==> src/rtl/hazard_stall_pkg.sv <==
// Shared ISA decode helpers for the pipeline interlock: opcode/ALU-op constants,
// instruction field slicing and per-opcode source-register usage.
package hazard_stall_pkg;

    localparam logic [4:0] OP_RTYPE   = 5'b00000;
    localparam logic [4:0] OP_BNE     = 5'b00010;
    localparam logic [4:0] OP_JR      = 5'b00100;
    localparam logic [4:0] OP_ADDI    = 5'b00101;
    localparam logic [4:0] OP_BLT     = 5'b00110;
    localparam logic [4:0] OP_SW      = 5'b00111;
    localparam logic [4:0] OP_LW      = 5'b01000;
    localparam logic [4:0] OP_BEX     = 5'b10110;

    localparam logic [4:0] ALU_MUL    = 5'b00110;
    localparam logic [4:0] ALU_DIV    = 5'b00111;

    localparam logic [4:0] REG_STATUS = 5'd30;

    // Which register fields an instruction reads. The sw data field (rd) is left
    // out on purpose: the W->M bypass covers it, so it never needs an interlock.
    typedef struct packed {
        logic rs;
        logic rt;
        logic rd;
        logic status;
    } src_use_t;

    function automatic logic [4:0] op_f(input logic [31:0] ir);
        return ir[31:27];
    endfunction

    function automatic logic [4:0] rd_f(input logic [31:0] ir);
        return ir[26:22];
    endfunction

    function automatic logic [4:0] rs_f(input logic [31:0] ir);
        return ir[21:17];
    endfunction

    function automatic logic [4:0] rt_f(input logic [31:0] ir);
        return ir[16:12];
    endfunction

    function automatic logic [4:0] alu_f(input logic [31:0] ir);
        return ir[6:2];
    endfunction

    function automatic src_use_t src_use(input logic [4:0] op);
        src_use_t u;
        u = '0;
        case (op)
            OP_RTYPE:               begin u.rs = 1'b1; u.rt = 1'b1; end
            OP_ADDI, OP_LW, OP_SW:  u.rs = 1'b1;
            OP_BNE, OP_BLT:         begin u.rd = 1'b1; u.rs = 1'b1; end
            OP_JR:                  u.rd = 1'b1;
            OP_BEX:                 u.status = 1'b1;
            default:                ;
        endcase
        return u;
    endfunction

endpackage

==> src/rtl/hazard_stall_md_tracker.sv <==
// Multdiv issue/wait/release tracker: start pulses, BUSY timeout counter,
// one-cycle md_sel on release and a sticky timeout error.
module hazard_stall_md_tracker #(
    parameter int MD_TIMEOUT = 64
) (
    input  logic clk_i,
    input  logic rst_ni,
    input  logic mul_i,
    input  logic div_i,
    input  logic md_rdy_i,
    output logic md_stall_o,
    output logic ctrl_mult_o,
    output logic ctrl_div_o,
    output logic md_sel_o,
    output logic md_error_o
);

    localparam int TW = (MD_TIMEOUT > 1) ? $clog2(MD_TIMEOUT) : 1;
    localparam logic [TW-1:0] CNT_LAST = TW'(MD_TIMEOUT - 1);

    typedef enum logic [1:0] {ST_IDLE, ST_BUSY, ST_DONE} state_e;

    state_e        state_q;
    logic [TW-1:0] cnt_q;
    logic          md_sel_q;
    logic          md_error_q;
    logic          issue;

    // The start pulse fires in the cycle the op sits in DX, before BUSY is entered.
    assign issue = (state_q == ST_IDLE) && (mul_i || div_i);

    always_ff @(posedge clk_i or negedge rst_ni) begin
        if (!rst_ni) begin
            state_q    <= ST_IDLE;
            cnt_q      <= '0;
            md_sel_q   <= 1'b0;
            md_error_q <= 1'b0;
        end else begin
            md_sel_q <= 1'b0;
            case (state_q)
                ST_IDLE: begin
                    if (issue) begin
                        state_q <= ST_BUSY;
                        cnt_q   <= '0;
                    end
                end
                ST_BUSY: begin
                    if (md_rdy_i) begin
                        state_q  <= ST_DONE;
                        md_sel_q <= 1'b1;
                    end else if (cnt_q == CNT_LAST) begin
                        // Result is lost; still release so the pipeline cannot deadlock.
                        state_q    <= ST_DONE;
                        md_sel_q   <= 1'b1;
                        md_error_q <= 1'b1;
                    end else begin
                        cnt_q <= cnt_q + 1'b1;
                    end
                end
                ST_DONE: state_q <= ST_IDLE;
                default: state_q <= ST_IDLE;
            endcase
        end
    end

    assign md_stall_o  = issue || (state_q == ST_BUSY);
    assign ctrl_mult_o = issue && mul_i;
    assign ctrl_div_o  = issue && div_i && !mul_i;
    assign md_sel_o    = md_sel_q;
    assign md_error_o  = md_error_q;

endmodule

==> src/rtl/hazard_stall.sv <==
// Pipeline interlock controller: load-use stalls, multdiv freezes and branch flushes.
// Define STALL_PERF_EN to add saturating perf counters for each stall/flush cause.
module hazard_stall
    import hazard_stall_pkg::*;
#(
    parameter int MD_TIMEOUT = 64,
    parameter int CNT_W      = 32
) (
    input  logic              clk_i,
    input  logic              rst_ni,
    input  logic [31:0]       fd_ir_i,
    input  logic [31:0]       dx_ir_i,
    input  logic              branch_taken_i,
    input  logic              md_rdy_i,
`ifdef STALL_PERF_EN
    output logic [CNT_W-1:0]  perf_lu_cnt_o,
    output logic [CNT_W-1:0]  perf_md_cnt_o,
    output logic [CNT_W-1:0]  perf_br_cnt_o,
`endif
    output logic              stall_pc_o,
    output logic              stall_fd_o,
    output logic              stall_dx_o,
    output logic              flush_fd_o,
    output logic              bubble_dx_o,
    output logic              bubble_xm_o,
    output logic              ctrl_mult_o,
    output logic              ctrl_div_o,
    output logic              md_sel_o,
    output logic              md_error_o
);

    src_use_t   fd_use;
    logic [4:0] dx_rd;
    logic       lu_match;
    logic       dx_mul;
    logic       dx_div;
    logic       md_stall;
    logic       md_mult;
    logic       md_div;
    logic       md_sel;
    logic       md_error;
    logic       br_eff;
    logic       lu_eff;
    logic       unused_ir_bits;

    assign fd_use = src_use(op_f(fd_ir_i));
    assign dx_rd  = rd_f(dx_ir_i);

    // r0 is hardwired, so a load targeting it never creates a dependency.
    assign lu_match = (op_f(dx_ir_i) == OP_LW) && (dx_rd != 5'd0) &&
                      ((fd_use.rs     && (rs_f(fd_ir_i) == dx_rd)) ||
                       (fd_use.rt     && (rt_f(fd_ir_i) == dx_rd)) ||
                       (fd_use.rd     && (rd_f(fd_ir_i) == dx_rd)) ||
                       (fd_use.status && (dx_rd == REG_STATUS)));

    assign dx_mul = (op_f(dx_ir_i) == OP_RTYPE) && (alu_f(dx_ir_i) == ALU_MUL);
    assign dx_div = (op_f(dx_ir_i) == OP_RTYPE) && (alu_f(dx_ir_i) == ALU_DIV);

    assign unused_ir_bits = ^{fd_ir_i[11:0], dx_ir_i[21:7], dx_ir_i[1:0]};

    hazard_stall_md_tracker #(
        .MD_TIMEOUT (MD_TIMEOUT)
    ) u_md_tracker (
        .clk_i       (clk_i),
        .rst_ni      (rst_ni),
        .mul_i       (dx_mul),
        .div_i       (dx_div),
        .md_rdy_i    (md_rdy_i),
        .md_stall_o  (md_stall),
        .ctrl_mult_o (md_mult),
        .ctrl_div_o  (md_div),
        .md_sel_o    (md_sel),
        .md_error_o  (md_error)
    );

    // Priority: multdiv freeze > taken branch > load-use. A branch drops the
    // load-use stall so the PC is free to load the target.
    assign br_eff = branch_taken_i && !md_stall;
    assign lu_eff = lu_match && !md_stall && !br_eff;

    assign stall_pc_o  = rst_ni && (md_stall || lu_eff);
    assign stall_fd_o  = rst_ni && (md_stall || lu_eff);
    assign stall_dx_o  = rst_ni && md_stall;
    assign flush_fd_o  = rst_ni && br_eff;
    assign bubble_dx_o = rst_ni && (br_eff || lu_eff);
    assign bubble_xm_o = rst_ni && md_stall;
    assign ctrl_mult_o = rst_ni && md_mult;
    assign ctrl_div_o  = rst_ni && md_div;
    assign md_sel_o    = rst_ni && md_sel;
    assign md_error_o  = rst_ni && md_error;

`ifdef STALL_PERF_EN
    logic [2:0] perf_evt;
    assign perf_evt = {br_eff, md_stall, lu_eff};

    for (genvar gi = 0; gi < 3; gi++) begin : g_perf
        logic [CNT_W-1:0] cnt_q;
        logic [CNT_W-1:0] cnt_d;

        assign cnt_d = (perf_evt[gi] && (cnt_q != '1)) ? cnt_q + 1'b1 : cnt_q;

        always_ff @(posedge clk_i or negedge rst_ni) begin
            if (!rst_ni) begin
                cnt_q <= '0;
            end else begin
                cnt_q <= cnt_d;
            end
        end
    end

    assign perf_lu_cnt_o = g_perf[0].cnt_q;
    assign perf_md_cnt_o = g_perf[1].cnt_q;
    assign perf_br_cnt_o = g_perf[2].cnt_q;
`endif

endmodule

==> config.mk <==
export PLATFORM = sky130hd
export DESIGN_NAME = hazard_stall
export DESIGN_NICKNAME = d
export VERILOG_FILES = /design/src/rtl/hazard_stall_pkg.sv /design/src/rtl/hazard_stall_md_tracker.sv /design/src/rtl/hazard_stall.sv
export SDC_FILE = /design/constraint.sdc
export NUM_CORES = 1
export LEC_CHECK = 0
export BUFFER_PORTS_ARGS = -buffer_cell sky130_fd_sc_hd__buf_2
export CORE_AREA = 8 8 57 59
export CTS_BUF_LIST = sky130_fd_sc_hd__clkbuf_8 sky130_fd_sc_hd__clkbuf_16
export DETAILED_ROUTE_END_ITERATION = 8
export DIE_AREA = 0 0 65 67
export GPL_ROUTABILITY_DRIVEN = 0
export GPL_TIMING_DRIVEN = 0
export PLACE_DENSITY = 0.78
export SLEW_MARGIN = 10
export SYNTH_ARGS = -nofsm -noshare
export SYNTH_HDL_FRONTEND = slang
export SYNTH_SLANG_ARGS = --single-unit
==> constraint.sdc <==
create_clock -name clk_i -period 2.2 [get_ports clk_i]
set_input_delay 0.33 -clock clk_i [delete_from_list [all_inputs] [get_ports clk_i]]
set_output_delay 0.33 -clock clk_i [all_outputs]
set_load 0.02 [all_outputs]
==> impl_metrics.ini <==
[run_status]
status = complete, no violations

[finish]
finalInstanceArea_um2 = 1220
final_util_pct = 51.8
drive_gt1_share_pct = 43.2
area_delta_synth_final_pct = 48.1
n_antenna_cell = 0
final_nets = 219

[clock_network]
cts_tree = done
insertion_delay_ns = 0.23
clkSinkCount = 10
cts_made_buffers = 3
cts_max_path_buffers = 2
clockRootBuffer = clkbuf_8
htree_num_levels = 1
clk_pin_slew_ns = 0.04

[sta]
max_freq_ghz = 0.469
relSlewSlack_pct = 68.0
fin_crit_sh_pct = 96.9
finalCriticalPeriod_ns = 2.13
setup_violations = 0
rsz0062_at_grt = false
clock_skew_ns = 0.000743
slew_viol_final = 0
hold_violations = 0
hold_slack_ns = 0.387
worstMarginPinSlew_ns = 0.479

[yosys]
synth-seq-area-share_pct = 30.3
yosys-top-cells-area = dfrtp_1 30%, xor2_1 11%, xnor2_1 9.5%
synth_compound_area_share_pct = 8.93
synth_mux_area_share_pct = 2.72
ys_async_sr_fraction_pct = 100
synth_top_cell_area_share_pct = 30.3
synth-main-ff-cell = dfrtp_1
synthXorXnorAreaFrac_pct = 20.1
syn-num-nets = 163
ys_warn_count = 0
synthDistinctLibCells = 30
yosys.area_share.adder_pct = 1.51
synth_top_family_by_area = simple AND/OR/NAND/NOR gates
postSynthAreaPerCell_um2 = 8.80
syn_area_um2 = 827
synth_common_cells = 13 x nor2_1, 10 x dfrtp_1, 10 x xor2_1
synth_edf_count = 0
yosysMostFrequentCell = nor2_1
synthSimpleGateAreaFrac_pct = 32.2
synthesis.instances = 94
synth_top_cell_by_area = dfrtp_1
ys_ff_latch = 10

[grt]
met1_usage_pct = 10.7
grt_pass1_vias = 1042
met2_usage_pct = 21.6
grt_use_total_pct = 11.3
grt_antenna_before_repair = 0
grt_max_degree = 11
grt_overflow = 0
grt_pass1_wl_mm = 4.04
grt_most_used_layer = met2
grtUsageMet3_pct = 5.37

[drt]
avgRoutedWirePerCell_um = 13.3
via_per_inst = 5.05
first_pass_iters = 4
detail-route-antenna-nets = 0
vias = 899
drt_iter0_drc = 3
drcViolationCount = 0
routed_wl_mm = 2.37

[power]
powerDensity_nw_per_um2 = 405
finalPower_w = 0.000497
peakVddDrop_mv = 0.240
p_leak_nw = 0.627

[min_path]
min_from = md_rdy_i
whs_path_depth = 3
hold_path.class = in2reg
min_delay_worst_endpoint = u_md_tracker.md_sel_o

[setup_path]
r2r_end = u_md_tracker.cnt_q[0]
worst_setup_path_end_kind = output pin
critPathArrivalTime_ns = 1.80
rrSetupSlack_ns = 0.40
worstReg2RegStart = u_md_tracker.cnt_q[0]
cp_data_required_time_ns = 1.87
start_kind = input pin
rr_worst_depth = 5
worst-path-max-fanout = 5
crit_type = in2out

[placement]
dp_hpwl_mm = 1.98
post_dp_cell_area_um2 = 1100
port_buffers = 47

[floorplanning]
die_area_um2 = 4360
die_y_um = 67
coreArea_um2 = 2360
fp-row-count = 18
die_w_um = 65
start_util_pct = 35.0
io_pins = 78

[flow_run]
maxCapViolCount = 0
[per-stage QoR]
stage | setup WS [ns] | instances | setup TNS (ns)
global placement | -0.0365 | 171 | -0.0365
finish | 0.0688 | 178 | 0
CTS | 0.0119 | 176 | 0
global route | 0.00277 | 178 | 0
floorplan | 0.130 | 94 | 0
detailed placement | -0.0789 | 171 | -0.0789
[worst max-delay path: stages]
cell	delay, ns
buf_6	0.11
xor2_1	0.14
or4_1	0.52
o31ai_2	0.25
or4_1	0.14
and3_1	0.15
buf_2	0.16
[layer usage]
metal	wire [um]	up-vias
li1	-	445
met1	957	412
met2	1150	40
met3	246	2
met4	12	0
met5	0	-
[flip-flops by register name, summed over array words and instances, names as in the netlist]
name / cells
u_md_tracker.md_error_o: 1
u_md_tracker.cnt_q: 6
u_md_tracker.md_sel_o: 1
u_md_tracker.state_q: 2
[logic make-up after synthesis]
group / Yosys count
AO/OA/AOI/OAI: 9
XOR/XNOR: 19
adder cells (fa/ha/maj): 1
multiplexers: 2
AND/OR/NAND/NOR: 48
buffers and inverters: 5
flip-flops: 10
[how the worst max path moves through the flow]
stage | from | end | slack, ns | cells after the start
after CTS | dx_ir_i[23] | stall_pc_o | 0.01 | 8
after floorplan | dx_ir_i[26] | stall_pc_o | 0.13 | 7
after detailed placement | dx_ir_i[28] | stall_pc_o | -0.08 | 9
final | dx_ir_i[26] | bubble_dx_o | 0.07 | 7
after global placement | dx_ir_i[28] | stall_pc_o | -0.04 | 9
after global routing | dx_ir_i[26] | bubble_dx_o | 0.003 | 7
[cells in the final DEF, fill, tap and decap left out, types with 2 or more instances in the layout]
| master | synthesis | layout |
|---|---|---|
| buf_2 | 1 | 45 |
| nor2_1 | 13 | 13 |
| xor2_1 | 10 | 10 |
| dfrtp_1 | 10 | 10 |
| xnor2_1 | 9 | 9 |
| nand2_1 | 7 | 7 |
| buf_4 | 2 | 6 |
| nand4_1 | 5 | 5 |
| and3_1 | 5 | 5 |
| or4_1 | 4 | 4 |
| buf_6 | 1 | 3 |
| and2_1 | 3 | 3 |
| clkbuf_8 | 0 | 3 |
| nand2b_1 | 2 | 2 |
| mux2_2 | 2 | 2 |
[where the power goes]
part	leakage, nW	internal, W	switching (W)
Clock	0.0216	0.000119	0.0000638
Combinational	0.469	0.0000634	0.0000541
Sequential	0.137	0.000191	0.00000514
[timing repair]
item                       CTS  global route
gates resized for setup      4             7
pin swaps                    4             7
setup endpoints to repair    2             2
hold endpoints to repair    10             0
gates cloned                 0             0
setup buffers                1             3
hold buffers                 1             0
[layout make-up]
class	instances	area, um^2
multi-input combinational	79	578
fill	241	1140
buffer	3	30.0
inverter	1	3.75
clock buffer	3	41.3
tap	30	37.5
timing repair buffer	52	284
sequential	10	250
Power figures use the tool's default switching activity.
